**config.mk**
```make
export PLATFORM = sky130hd
export DESIGN_NAME = idex_elastic_reg_flat
export DESIGN_NICKNAME = d
export VERILOG_FILES = /design/src/rtl/idex_elastic_reg_if.sv /design/src/rtl/idex_elastic_reg.sv /design/src/flat_wrapper.sv
export SDC_FILE = /design/constraint.sdc
export NUM_CORES = 1
export LEC_CHECK = 0
export CORE_UTILIZATION = 52
export DETAILED_ROUTE_END_ITERATION = 10
export DONT_BUFFER_PORTS = 1
export GPL_TIMING_DRIVEN = 0
export PLACE_DENSITY = 0.71
export SETUP_SLACK_MARGIN = 0.05
export SYNTH_ARGS = -nofsm -noshare
export SYNTH_HDL_FRONTEND = slang
export SYNTH_SLANG_ARGS = --single-unit
```
**constraint.sdc**
```tcl
create_clock -name clk -period 6.8 [get_ports clk]
set_clock_uncertainty 0.2 [all_clocks]
set_input_delay 1.7 -clock clk [delete_from_list [all_inputs] [get_ports clk]]
set_output_delay 1.7 -clock clk [all_outputs]
set_load 0.02 [all_outputs]
```
**src/rtl/idex_elastic_reg_if.sv**
```systemverilog
`default_nettype none
// ============================================================================
// Module      : idex_elastic_reg_if
// Description : Decode-to-execute bundle interface for the ID/EX elastic
//               register. Carries the decode-side valid/ready handshake, the
//               micro-command, data and register-number fields, the
//               execute-side handshake with the registered copies, the flush
//               request and the bubble counter.
//               master : driven by the pipeline around the stage
//               slave  : the elastic register itself
// Ports       : (interface signals)
//               flush                      discard all buffered entries
//               in_valid / in_ready        decode-side handshake
//               WB, M, EX                  micro-commands from decode
//               Data1, Data2, imm, PCplus  data words from decode
//               Rs, Rt, Rd                 register numbers from decode
//               out_valid / out_ready      execute-side handshake
//               *_out                      registered bundle toward execute
//               bubble_cnt                 saturating bubble-cycle count
// Revision    : 1.0 - initial release
// ============================================================================
interface idex_elastic_reg_if #(
   parameter int unsigned DATA_W = 32,
   parameter int unsigned REG_W  = 5,
   parameter int unsigned WB_W   = 3,
   parameter int unsigned M_W    = 3,
   parameter int unsigned EX_W   = 8,
   parameter int unsigned BCNT_W = 16
);

   // control
   logic              flush;

   // decode side
   logic              in_valid;
   logic              in_ready;
   logic [WB_W-1:0]   WB;
   logic [M_W-1:0]    M;
   logic [EX_W-1:0]   EX;
   logic [DATA_W-1:0] Data1;
   logic [DATA_W-1:0] Data2;
   logic [DATA_W-1:0] imm;
   logic [DATA_W-1:0] PCplus;
   logic [REG_W-1:0]  Rs;
   logic [REG_W-1:0]  Rt;
   logic [REG_W-1:0]  Rd;

   // execute side
   logic              out_valid;
   logic              out_ready;
   logic [WB_W-1:0]   WB_out;
   logic [M_W-1:0]    M_out;
   logic [EX_W-1:0]   EX_out;
   logic [DATA_W-1:0] Data1_out;
   logic [DATA_W-1:0] Data2_out;
   logic [DATA_W-1:0] imm_out;
   logic [DATA_W-1:0] PCplus_out;
   logic [REG_W-1:0]  Rs_out;
   logic [REG_W-1:0]  Rt_out;
   logic [REG_W-1:0]  Rd_out;

   // statistics
   logic [BCNT_W-1:0] bubble_cnt;

   modport master (
      output flush,
      output in_valid,
      input  in_ready,
      output WB, M, EX,
      output Data1, Data2, imm, PCplus,
      output Rs, Rt, Rd,
      input  out_valid,
      output out_ready,
      input  WB_out, M_out, EX_out,
      input  Data1_out, Data2_out, imm_out, PCplus_out,
      input  Rs_out, Rt_out, Rd_out,
      input  bubble_cnt
   );

   modport slave (
      input  flush,
      input  in_valid,
      output in_ready,
      input  WB, M, EX,
      input  Data1, Data2, imm, PCplus,
      input  Rs, Rt, Rd,
      output out_valid,
      input  out_ready,
      output WB_out, M_out, EX_out,
      output Data1_out, Data2_out, imm_out, PCplus_out,
      output Rs_out, Rt_out, Rd_out,
      output bubble_cnt
   );

endinterface : idex_elastic_reg_if
`default_nettype wire

```
**src/rtl/idex_elastic_reg.sv**
```systemverilog
`default_nettype none
// ============================================================================
// Module      : idex_elastic_reg
// Description : ID/EX pipeline register with valid/ready handshakes on both
//               sides and a two-entry skid buffer (main + skid). The main
//               entry drives the execute-side outputs; the skid entry absorbs
//               one bundle while execute stalls so that in_ready is a pure
//               function of registered state. Supports flush, NOP gating of
//               the WB/M micro-commands whenever no bundle is valid, and a
//               saturating bubble counter.
// Ports       : clk    - clock, all state changes on the rising edge
//               rst_n  - synchronous active-low reset
//               bus    - idex_elastic_reg_if.slave (handshakes, bundle,
//                        flush, bubble_cnt)
// Revision    : 1.0 - initial release
// ============================================================================
module idex_elastic_reg #(
   parameter int unsigned DATA_W = 32,
   parameter int unsigned REG_W  = 5,
   parameter int unsigned WB_W   = 3,
   parameter int unsigned M_W    = 3,
   parameter int unsigned EX_W   = 8,
   parameter int unsigned BCNT_W = 16
) (
   input  logic              clk,
   input  logic              rst_n,
   idex_elastic_reg_if.slave bus
);

   // -------------------------------------------------------------------------
   // Constants
   // -------------------------------------------------------------------------
   localparam int unsigned c_BUNDLE_W = WB_W + M_W + EX_W + 4 * DATA_W + 3 * REG_W;

   // Entry-count states: the state encodes both valid bits
   //   EMPTY : main_valid=0 skid_valid=0
   //   ONE   : main_valid=1 skid_valid=0
   //   TWO   : main_valid=1 skid_valid=1
   localparam logic [1:0] c_ST_EMPTY = 2'd0;
   localparam logic [1:0] c_ST_ONE   = 2'd1;
   localparam logic [1:0] c_ST_TWO   = 2'd2;

   localparam logic [BCNT_W-1:0] c_CNT_ONE = {{(BCNT_W-1){1'b0}}, 1'b1};
   localparam logic [BCNT_W-1:0] c_CNT_MAX = {BCNT_W{1'b1}};

   // -------------------------------------------------------------------------
   // Declarations
   // -------------------------------------------------------------------------
   logic [1:0]            r_state;
   logic [1:0]            w_state_next;

   logic [c_BUNDLE_W-1:0] r_main_data;
   logic [c_BUNDLE_W-1:0] r_skid_data;
   logic [c_BUNDLE_W-1:0] w_in_bundle;

   logic                  w_main_valid;
   logic                  w_skid_valid;
   logic                  w_in_ready;
   logic                  w_accept;
   logic                  w_pop;
   logic                  w_keep;

   logic                  w_load_main_in;
   logic                  w_load_main_skid;
   logic                  w_load_skid;

   logic [WB_W-1:0]       w_main_wb;
   logic [M_W-1:0]        w_main_m;

   logic [BCNT_W-1:0]     r_bubble_cnt;

   // -------------------------------------------------------------------------
   // Handshake terms
   // -------------------------------------------------------------------------
   // in_ready depends only on registered state and rst_n, never on out_ready,
   // so no combinational path exists from execute back to decode.
   assign w_in_ready = rst_n & ~w_skid_valid;
   assign w_accept   = bus.in_valid & w_in_ready;
   assign w_pop      = w_main_valid & bus.out_ready;

   // A flush discards anything arriving this cycle and empties the buffer;
   // datapath loads are suppressed so the outputs stay quiet.
   assign w_keep     = ~bus.flush;

   // -------------------------------------------------------------------------
   // FSM: state register
   // -------------------------------------------------------------------------
   always_ff @(posedge clk) begin
      if (!rst_n) begin
         r_state <= c_ST_EMPTY;
      end else begin
         r_state <= w_state_next;
      end
   end

   // -------------------------------------------------------------------------
   // FSM: next-state logic
   // -------------------------------------------------------------------------
   always_comb begin
      w_state_next = r_state;
      if (bus.flush) begin
         w_state_next = c_ST_EMPTY;
      end else begin
         case (r_state)
            c_ST_EMPTY: begin
               if (w_accept) begin
                  w_state_next = c_ST_ONE;
               end
            end
            c_ST_ONE: begin
               if (w_accept && !w_pop) begin
                  w_state_next = c_ST_TWO;
               end else if (!w_accept && w_pop) begin
                  w_state_next = c_ST_EMPTY;
               end
            end
            c_ST_TWO: begin
               // in_ready is low here, so only a pop can change the state
               if (w_pop) begin
                  w_state_next = c_ST_ONE;
               end
            end
            default: begin
               w_state_next = c_ST_EMPTY;
            end
         endcase
      end
   end

   // -------------------------------------------------------------------------
   // FSM: output decode (valid bits of the two entries)
   // -------------------------------------------------------------------------
   always_comb begin
      w_main_valid = 1'b0;
      w_skid_valid = 1'b0;
      case (r_state)
         c_ST_ONE: begin
            w_main_valid = 1'b1;
         end
         c_ST_TWO: begin
            w_main_valid = 1'b1;
            w_skid_valid = 1'b1;
         end
         default: begin
            w_main_valid = 1'b0;
            w_skid_valid = 1'b0;
         end
      endcase
   end

   // -------------------------------------------------------------------------
   // Datapath load enables
   // -------------------------------------------------------------------------
   // Main takes the incoming bundle when it is empty, or when its current
   // bundle leaves in the same cycle. When main stays occupied, the incoming
   // bundle parks in skid. When execute consumes main while skid holds a
   // bundle, skid advances into main, preserving FIFO order.
   assign w_load_main_in   = w_keep & w_accept & (~w_main_valid | w_pop);
   assign w_load_skid      = w_keep & w_accept & w_main_valid & ~w_pop;
   assign w_load_main_skid = w_keep & w_skid_valid & w_pop;

   assign w_in_bundle = {bus.WB, bus.M, bus.EX,
                         bus.Data1, bus.Data2, bus.imm, bus.PCplus,
                         bus.Rs, bus.Rt, bus.Rd};

   // -------------------------------------------------------------------------
   // Entry storage
   // -------------------------------------------------------------------------
   always_ff @(posedge clk) begin
      if (!rst_n) begin
         r_main_data <= '0;
         r_skid_data <= '0;
      end else begin
         if (w_load_main_skid) begin
            r_main_data <= r_skid_data;
         end else if (w_load_main_in) begin
            r_main_data <= w_in_bundle;
         end

         if (w_load_skid) begin
            r_skid_data <= w_in_bundle;
         end
      end
   end

   // -------------------------------------------------------------------------
   // Bubble counter: counts edges at which no valid bundle is presented to
   // execute; saturates instead of wrapping and survives flush.
   // -------------------------------------------------------------------------
   always_ff @(posedge clk) begin
      if (!rst_n) begin
         r_bubble_cnt <= '0;
      end else if (!w_main_valid && (r_bubble_cnt != c_CNT_MAX)) begin
         r_bubble_cnt <= r_bubble_cnt + c_CNT_ONE;
      end
   end

   // -------------------------------------------------------------------------
   // Outputs
   // -------------------------------------------------------------------------
   assign {w_main_wb, w_main_m, bus.EX_out,
           bus.Data1_out, bus.Data2_out, bus.imm_out, bus.PCplus_out,
           bus.Rs_out, bus.Rt_out, bus.Rd_out} = r_main_data;

   // With no valid bundle, WB and M are forced to zero so that execute sees a
   // NOP (no register write, no memory access) whatever main still holds.
   assign bus.WB_out     = w_main_valid ? w_main_wb : '0;
   assign bus.M_out      = w_main_valid ? w_main_m  : '0;

   assign bus.in_ready   = w_in_ready;
   assign bus.out_valid  = w_main_valid;
   assign bus.bubble_cnt = r_bubble_cnt;

endmodule : idex_elastic_reg
`default_nettype wire
```
**src/flat_wrapper.sv**
```systemverilog
// flat-port wrapper written by rule: the top's interface ports become plain ports
module idex_elastic_reg_flat 
#(
   parameter int unsigned DATA_W = 32,
   parameter int unsigned REG_W  = 5,
   parameter int unsigned WB_W   = 3,
   parameter int unsigned M_W    = 3,
   parameter int unsigned EX_W   = 8,
   parameter int unsigned BCNT_W = 16
)
  (clk, rst_n, bus_flush, bus_in_valid, bus_in_ready, bus_WB, bus_M, bus_EX, bus_Data1, bus_Data2, bus_imm, bus_PCplus, bus_Rs, bus_Rt, bus_Rd, bus_out_valid, bus_out_ready, bus_WB_out, bus_M_out, bus_EX_out, bus_Data1_out, bus_Data2_out, bus_imm_out, bus_PCplus_out, bus_Rs_out, bus_Rt_out, bus_Rd_out, bus_bubble_cnt);
  idex_elastic_reg_if #(.DATA_W(DATA_W), .REG_W(REG_W), .WB_W(WB_W), .M_W(M_W), .EX_W(EX_W), .BCNT_W(BCNT_W)) bus_i ();
  input  logic clk;
  input  logic rst_n;
  input wire logic [$bits(bus_i.flush)-1:0] bus_flush;
  input wire logic [$bits(bus_i.in_valid)-1:0] bus_in_valid;
  output wire logic [$bits(bus_i.in_ready)-1:0] bus_in_ready;
  input wire logic [$bits(bus_i.WB)-1:0] bus_WB;
  input wire logic [$bits(bus_i.M)-1:0] bus_M;
  input wire logic [$bits(bus_i.EX)-1:0] bus_EX;
  input wire logic [$bits(bus_i.Data1)-1:0] bus_Data1;
  input wire logic [$bits(bus_i.Data2)-1:0] bus_Data2;
  input wire logic [$bits(bus_i.imm)-1:0] bus_imm;
  input wire logic [$bits(bus_i.PCplus)-1:0] bus_PCplus;
  input wire logic [$bits(bus_i.Rs)-1:0] bus_Rs;
  input wire logic [$bits(bus_i.Rt)-1:0] bus_Rt;
  input wire logic [$bits(bus_i.Rd)-1:0] bus_Rd;
  output wire logic [$bits(bus_i.out_valid)-1:0] bus_out_valid;
  input wire logic [$bits(bus_i.out_ready)-1:0] bus_out_ready;
  output wire logic [$bits(bus_i.WB_out)-1:0] bus_WB_out;
  output wire logic [$bits(bus_i.M_out)-1:0] bus_M_out;
  output wire logic [$bits(bus_i.EX_out)-1:0] bus_EX_out;
  output wire logic [$bits(bus_i.Data1_out)-1:0] bus_Data1_out;
  output wire logic [$bits(bus_i.Data2_out)-1:0] bus_Data2_out;
  output wire logic [$bits(bus_i.imm_out)-1:0] bus_imm_out;
  output wire logic [$bits(bus_i.PCplus_out)-1:0] bus_PCplus_out;
  output wire logic [$bits(bus_i.Rs_out)-1:0] bus_Rs_out;
  output wire logic [$bits(bus_i.Rt_out)-1:0] bus_Rt_out;
  output wire logic [$bits(bus_i.Rd_out)-1:0] bus_Rd_out;
  output wire logic [$bits(bus_i.bubble_cnt)-1:0] bus_bubble_cnt;
  assign bus_i.flush = bus_flush;
  assign bus_i.in_valid = bus_in_valid;
  assign bus_in_ready = bus_i.in_ready;
  assign bus_i.WB = bus_WB;
  assign bus_i.M = bus_M;
  assign bus_i.EX = bus_EX;
  assign bus_i.Data1 = bus_Data1;
  assign bus_i.Data2 = bus_Data2;
  assign bus_i.imm = bus_imm;
  assign bus_i.PCplus = bus_PCplus;
  assign bus_i.Rs = bus_Rs;
  assign bus_i.Rt = bus_Rt;
  assign bus_i.Rd = bus_Rd;
  assign bus_out_valid = bus_i.out_valid;
  assign bus_i.out_ready = bus_out_ready;
  assign bus_WB_out = bus_i.WB_out;
  assign bus_M_out = bus_i.M_out;
  assign bus_EX_out = bus_i.EX_out;
  assign bus_Data1_out = bus_i.Data1_out;
  assign bus_Data2_out = bus_i.Data2_out;
  assign bus_imm_out = bus_i.imm_out;
  assign bus_PCplus_out = bus_i.PCplus_out;
  assign bus_Rs_out = bus_i.Rs_out;
  assign bus_Rt_out = bus_i.Rt_out;
  assign bus_Rd_out = bus_i.Rd_out;
  assign bus_bubble_cnt = bus_i.bubble_cnt;
  idex_elastic_reg #(.DATA_W(DATA_W), .REG_W(REG_W), .WB_W(WB_W), .M_W(M_W), .EX_W(EX_W), .BCNT_W(BCNT_W)) u_core (.clk(clk), .rst_n(rst_n), .bus(bus_i));
endmodule
```
* After elaboration in Yosys (flattened, before gate mapping)
Cells that the tools add are included.
Cells by class: reductions and logical operators 11, eq/ne operators 6, multiplexer cells 11, add/sub/neg operators 1, bitwise gates (word level) 15
Operator list (count):
- $mux W157 | 2
- $add A16 B1 Y16 const B | 1
- $ne A16 B16 Y1 const B | 1
- $and A1 B1 Y1 | 9
- $mux W2 | 4
- $mux W3 | 2
- $pmux W2 S3 | 1
- $not A1 Y1 | 5
- $ne A2 B1 Y1 const B | 2
- $reduce_or A2 Y1 | 2
- $logic_and A1 B1 Y1 | 3
- $logic_not A1 Y1 | 3
- $ne A3 B1 Y1 const B | 1
- $reduce_and A3 Y1 | 1
- $eq A2 B1 Y1 const B | 1
- $eq A2 B2 Y1 const B | 1
- $logic_not A2 Y1 | 1
- $mux W1 | 2
- $reduce_bool A2 Y1 | 1
- $or A1 B1 Y1 | 1
Word-level totals: output and inout bits 175, bits of input ports 162, register bits after elaboration 332, logic and storage cells 48

* Longest topological paths before layout
depth in word-level cells 10, gate-level depth with buffers 9, mapped depth without buffers 8

* Least setup slack after synthesis
OpenSTA, ideal clock, no wires.
path kind input to output, start input rst_n, end output bus_in_ready, arrival time 2.655 ns, buffers on the path 3, slack 2.245 ns, stages 5, required time 4.900 ns, path through buf_4 -> inv_2 -> clkbuf_1 -> clkbuf_1 -> nor2_1
On the way: cells in the longest elaborated chain, start to end 1
Ends and longest elaborated chain:
- start, declared | line flat_wrapper.sv:14 | input logic rst_n;
- $and A1 B1 Y1 | line idex_elastic_reg.sv:77 | assign w_in_ready = rst_n & ~w_skid_valid;
- end, declared | line flat_wrapper.sv:17 | output wire logic [$bits(bus_i.in_ready)-1:0] bus_in_ready;
Every way passes these cells.

* Worst setup path in the final report
Same ends and word-level chain as after synthesis.

==> impl_metrics.ini <==
[run_status]
outcome = completed

[yosys]
synth_cell_types = 41
synth.largest_area_cell = dfxtp_1
synth.avg_cell_area_sq_um = 8.66
synth.area.top_cells = dfxtp_1 46%, mux2i_1 11%, nand2_1 8.6%, a211oi_1 8.2%, buf_4 8.0%
synthCells = 1662
synth_warnings = 0
synth_top_cell_area_share_pct = 46.2
synthesis.nets = 1830
ys_seq_area_share_pct = 46.2
synth_flop_cell = dfxtp_1
yosysMostFrequentCell = dfxtp_1
async_reset_ff_share_pct = 0
ys_ff_latch = 332
synth_area_sq_um = 14400
synth_edf_count = 0
synth_common_cells = 332 x dfxtp_1, 329 x nand2_1, 166 x nor2_1

[final_layout]
layout.nets = 1868
num-fill-cells = 2433
diodes = 0
drive_gt1_share_pct = 16.1
area_growth_syn_to_layout_pct = 10.4

[setup_path]
rr_endpoint = u_core.r_main_data[91]$_SDFFE_PN0P_
rrSetupSlack_ns = 3.56
path_delay_family = buffers and inverters
cpMostUsedCell = clkbuf_1
worstPathCellList = buf_4 > inv_2 > clkbuf_1 > clkbuf_1 > nor2_1
critPathLaunchType = input pin
required_ns = 4.90
cpPeakStageDelay_ns = 0.57
reg2reg_depth = 8
path_buf_inv = 4
crit_type = input pin to output pin
crit_arrival_ns = 3.43
reg2reg_from = u_core.r_state[0]$_SDFFE_PP0P_
critPathCaptureType = output pin
cp_slowest_cell = clkbuf_1
worstPathMaxFanout = 10

[clock_tree]
hold_buffers = 0
cts_buffers = 36
clockBufferDepth = 3
clk_pin_slew_worst_paths_ns = 0.05
insertion_delay_ns = 0.50
clock-sinks = 332
ctsResizeCount = 0
htree_levels = 2
root_buffer = clkbuf_16
cts_tree = yes
cts_setup_buffers = 0

[drt]
ant_nets = 0
viasPerCell = 5.45
drt-total-wl_um = 37200
wl_per_cell_um = 18.1
dr.pass1.iters = 5
drc = 0
routed-via-count = 11200
drt-initial-drc-count = 650

[placed_design]
place_hpwl_um = 27100
port_buffers = 0
dp_slack_ns = 1.40
gp_congestion = 0.826

[global_routing]
overflow = 0
grt_usage_pct = 25.5
grt_pass1_wl_um = 57400
first_global_vias = 10700
grt_max_degree = 13
antenna_found_initial = 1

[power]
powerDensity_nw_per_um2 = 264
p_total_uw = 4190
peakVddDrop_v = 0.000191
p_leak_uw = 0.00683

[floorplanning]
core.rowCount = 60
coreArea_sq_um = 27000
ios = 337
die_h_um = 168
initial_utilization_pct = 53.3
die_w_um = 168
fp.dieArea_sq_um = 28400

[sta]
max_slew.worst_pin.slew_ns = 0.882
slew_headroom_pct = 41.2
rsz0062_at_grt = false
drv_slew = 0
layout_setup_ws_ns = 1.47
hold_viol = 0
fmax_mhz = 188
setup_viol = 0
period_share_pct = 78.4
period_minus_slack_ns = 5.33
finalSetupTns_ns = 0

[flow_run]
cap_viol_max_count = 0

[min_path]
hold_path.class = flop to flop
hold_depth = 2
min_from = u_core.r_skid_data[4]$_SDFFE_PN0P_
hold_path_end = u_core.r_skid_data[4]$_SDFFE_PN0P_
## stage by stage
step | hold slack [ns] | cells | area [sq um] | utilization, %
global route | 0.262 | 2059 | 15900 | 58.8
detailed placement | 0.246 | 2003 | 14800 | 54.9
floorplan | 0.236 | 1662 | 14400 | -
global placement | 0.240 | 2003 | 14800 | 54.9
CTS | 0.253 | 2059 | 15900 | 58.8
finish | 0.252 | 2059 | 15900 | 58.8
## area by class of cell
cell class	instances	area (sq um)	area share, %
flip-flops and latches	332	6650	41.8
multi-input cells	1048	6030	37.9
plain buffers	276	1700	10.7
clock buffers	54	1060	6.67
well taps	341	427	2.68
inverters	6	22.5	0.142
clock inverters	2	12.5	0.0787
## worst max path at each step
stage	from	end	slack, ns	cells past startpoint
after floorplan	rst_n	bus_in_ready	2.24	5
after global placement	rst_n	bus_in_ready	1.41	5
after detailed placement	rst_n	bus_in_ready	1.40	5
after CTS	rst_n	bus_in_ready	1.40	5
after global routing	rst_n	bus_in_ready	1.34	5
final	rst_n	bus_in_ready	1.47	5
## worst register-to-register path, cell delays in order (launching register included)
cell	delay (ns)
dfxtp_1	0.38
inv_1	0.08
ha_1	0.45
buf_2	0.28
nand2_1	0.12
a221oi_4	0.54
clkbuf_1	0.58
buf_2	0.36
a211oi_1	0.12
## registers in the layout (all words and copies together), names as in the netlist
name / cells
u_core.r_main_data: 157
u_core.r_skid_data: 157
u_core.bus.bubble_cnt: 16
u_core.r_state: 2
## cell usage in the layout (no fill, tap or decap), types with 2 or more instances in the layout
| cell type | count |
|---|---|
| dfxtp_1 | 332 |
| nand2_1 | 329 |
| nor2_1 | 166 |
| a21oi_1 | 164 |
| mux2i_1 | 163 |
| a211oi_1 | 158 |
| buf_4 | 154 |
| buf_2 | 70 |
| clkbuf_1 | 60 |
| clkbuf_16 | 37 |
| nand2b_1 | 8 |
| clkbuf_8 | 7 |
| and2_1 | 6 |
| o21ai_0 | 6 |
| ha_1 | 6 |
| nand4_1 | 5 |
| nand3_1 | 5 |
| or3_1 | 5 |
| inv_1 | 4 |
| nor4_1 | 3 |
| inv_2 | 2 |
| nor4b_1 | 2 |
| o41ai_1 | 2 |
| o31ai_1 | 2 |
| buf_1 | 2 |
## power breakdown
group / switching (uW) / internal [uW]
clock network: 748 / 1070
registers: 35.3 / 2000
logic: 209 / 131
## layer usage
layer | wire [um] | GRT usage [%] | part of all wire [%]
met4 | 1290 | 9.53 | 3.5
met1 | 15500 | 31.1 | 42
met2 | 17500 | 42.7 | 47
met3 | 2960 | 7.36 | 8.0
met5 | 0 | 0 | 0
## cell families (layout without fill, tap and decap cells)
| logic type | Yosys count | after routing | share of synthesized area [%] |
|---|---|---|---|
| adders and majority gates | 6 | 6 | 0.521 |
| muxes | 163 | 163 | 11.3 |
| xor gates and xnor gates | 1 | 1 | 0.0608 |
| and+or+nand+nor | 541 | 541 | 15.2 |
| buffers and inverters | 282 | 338 | 12.0 |
| AOI/OAI and AO/OA | 337 | 337 | 14.8 |
| DFF | 332 | 332 | 46.2 |
No activity file was read; power rests on OpenSTA's default activity.
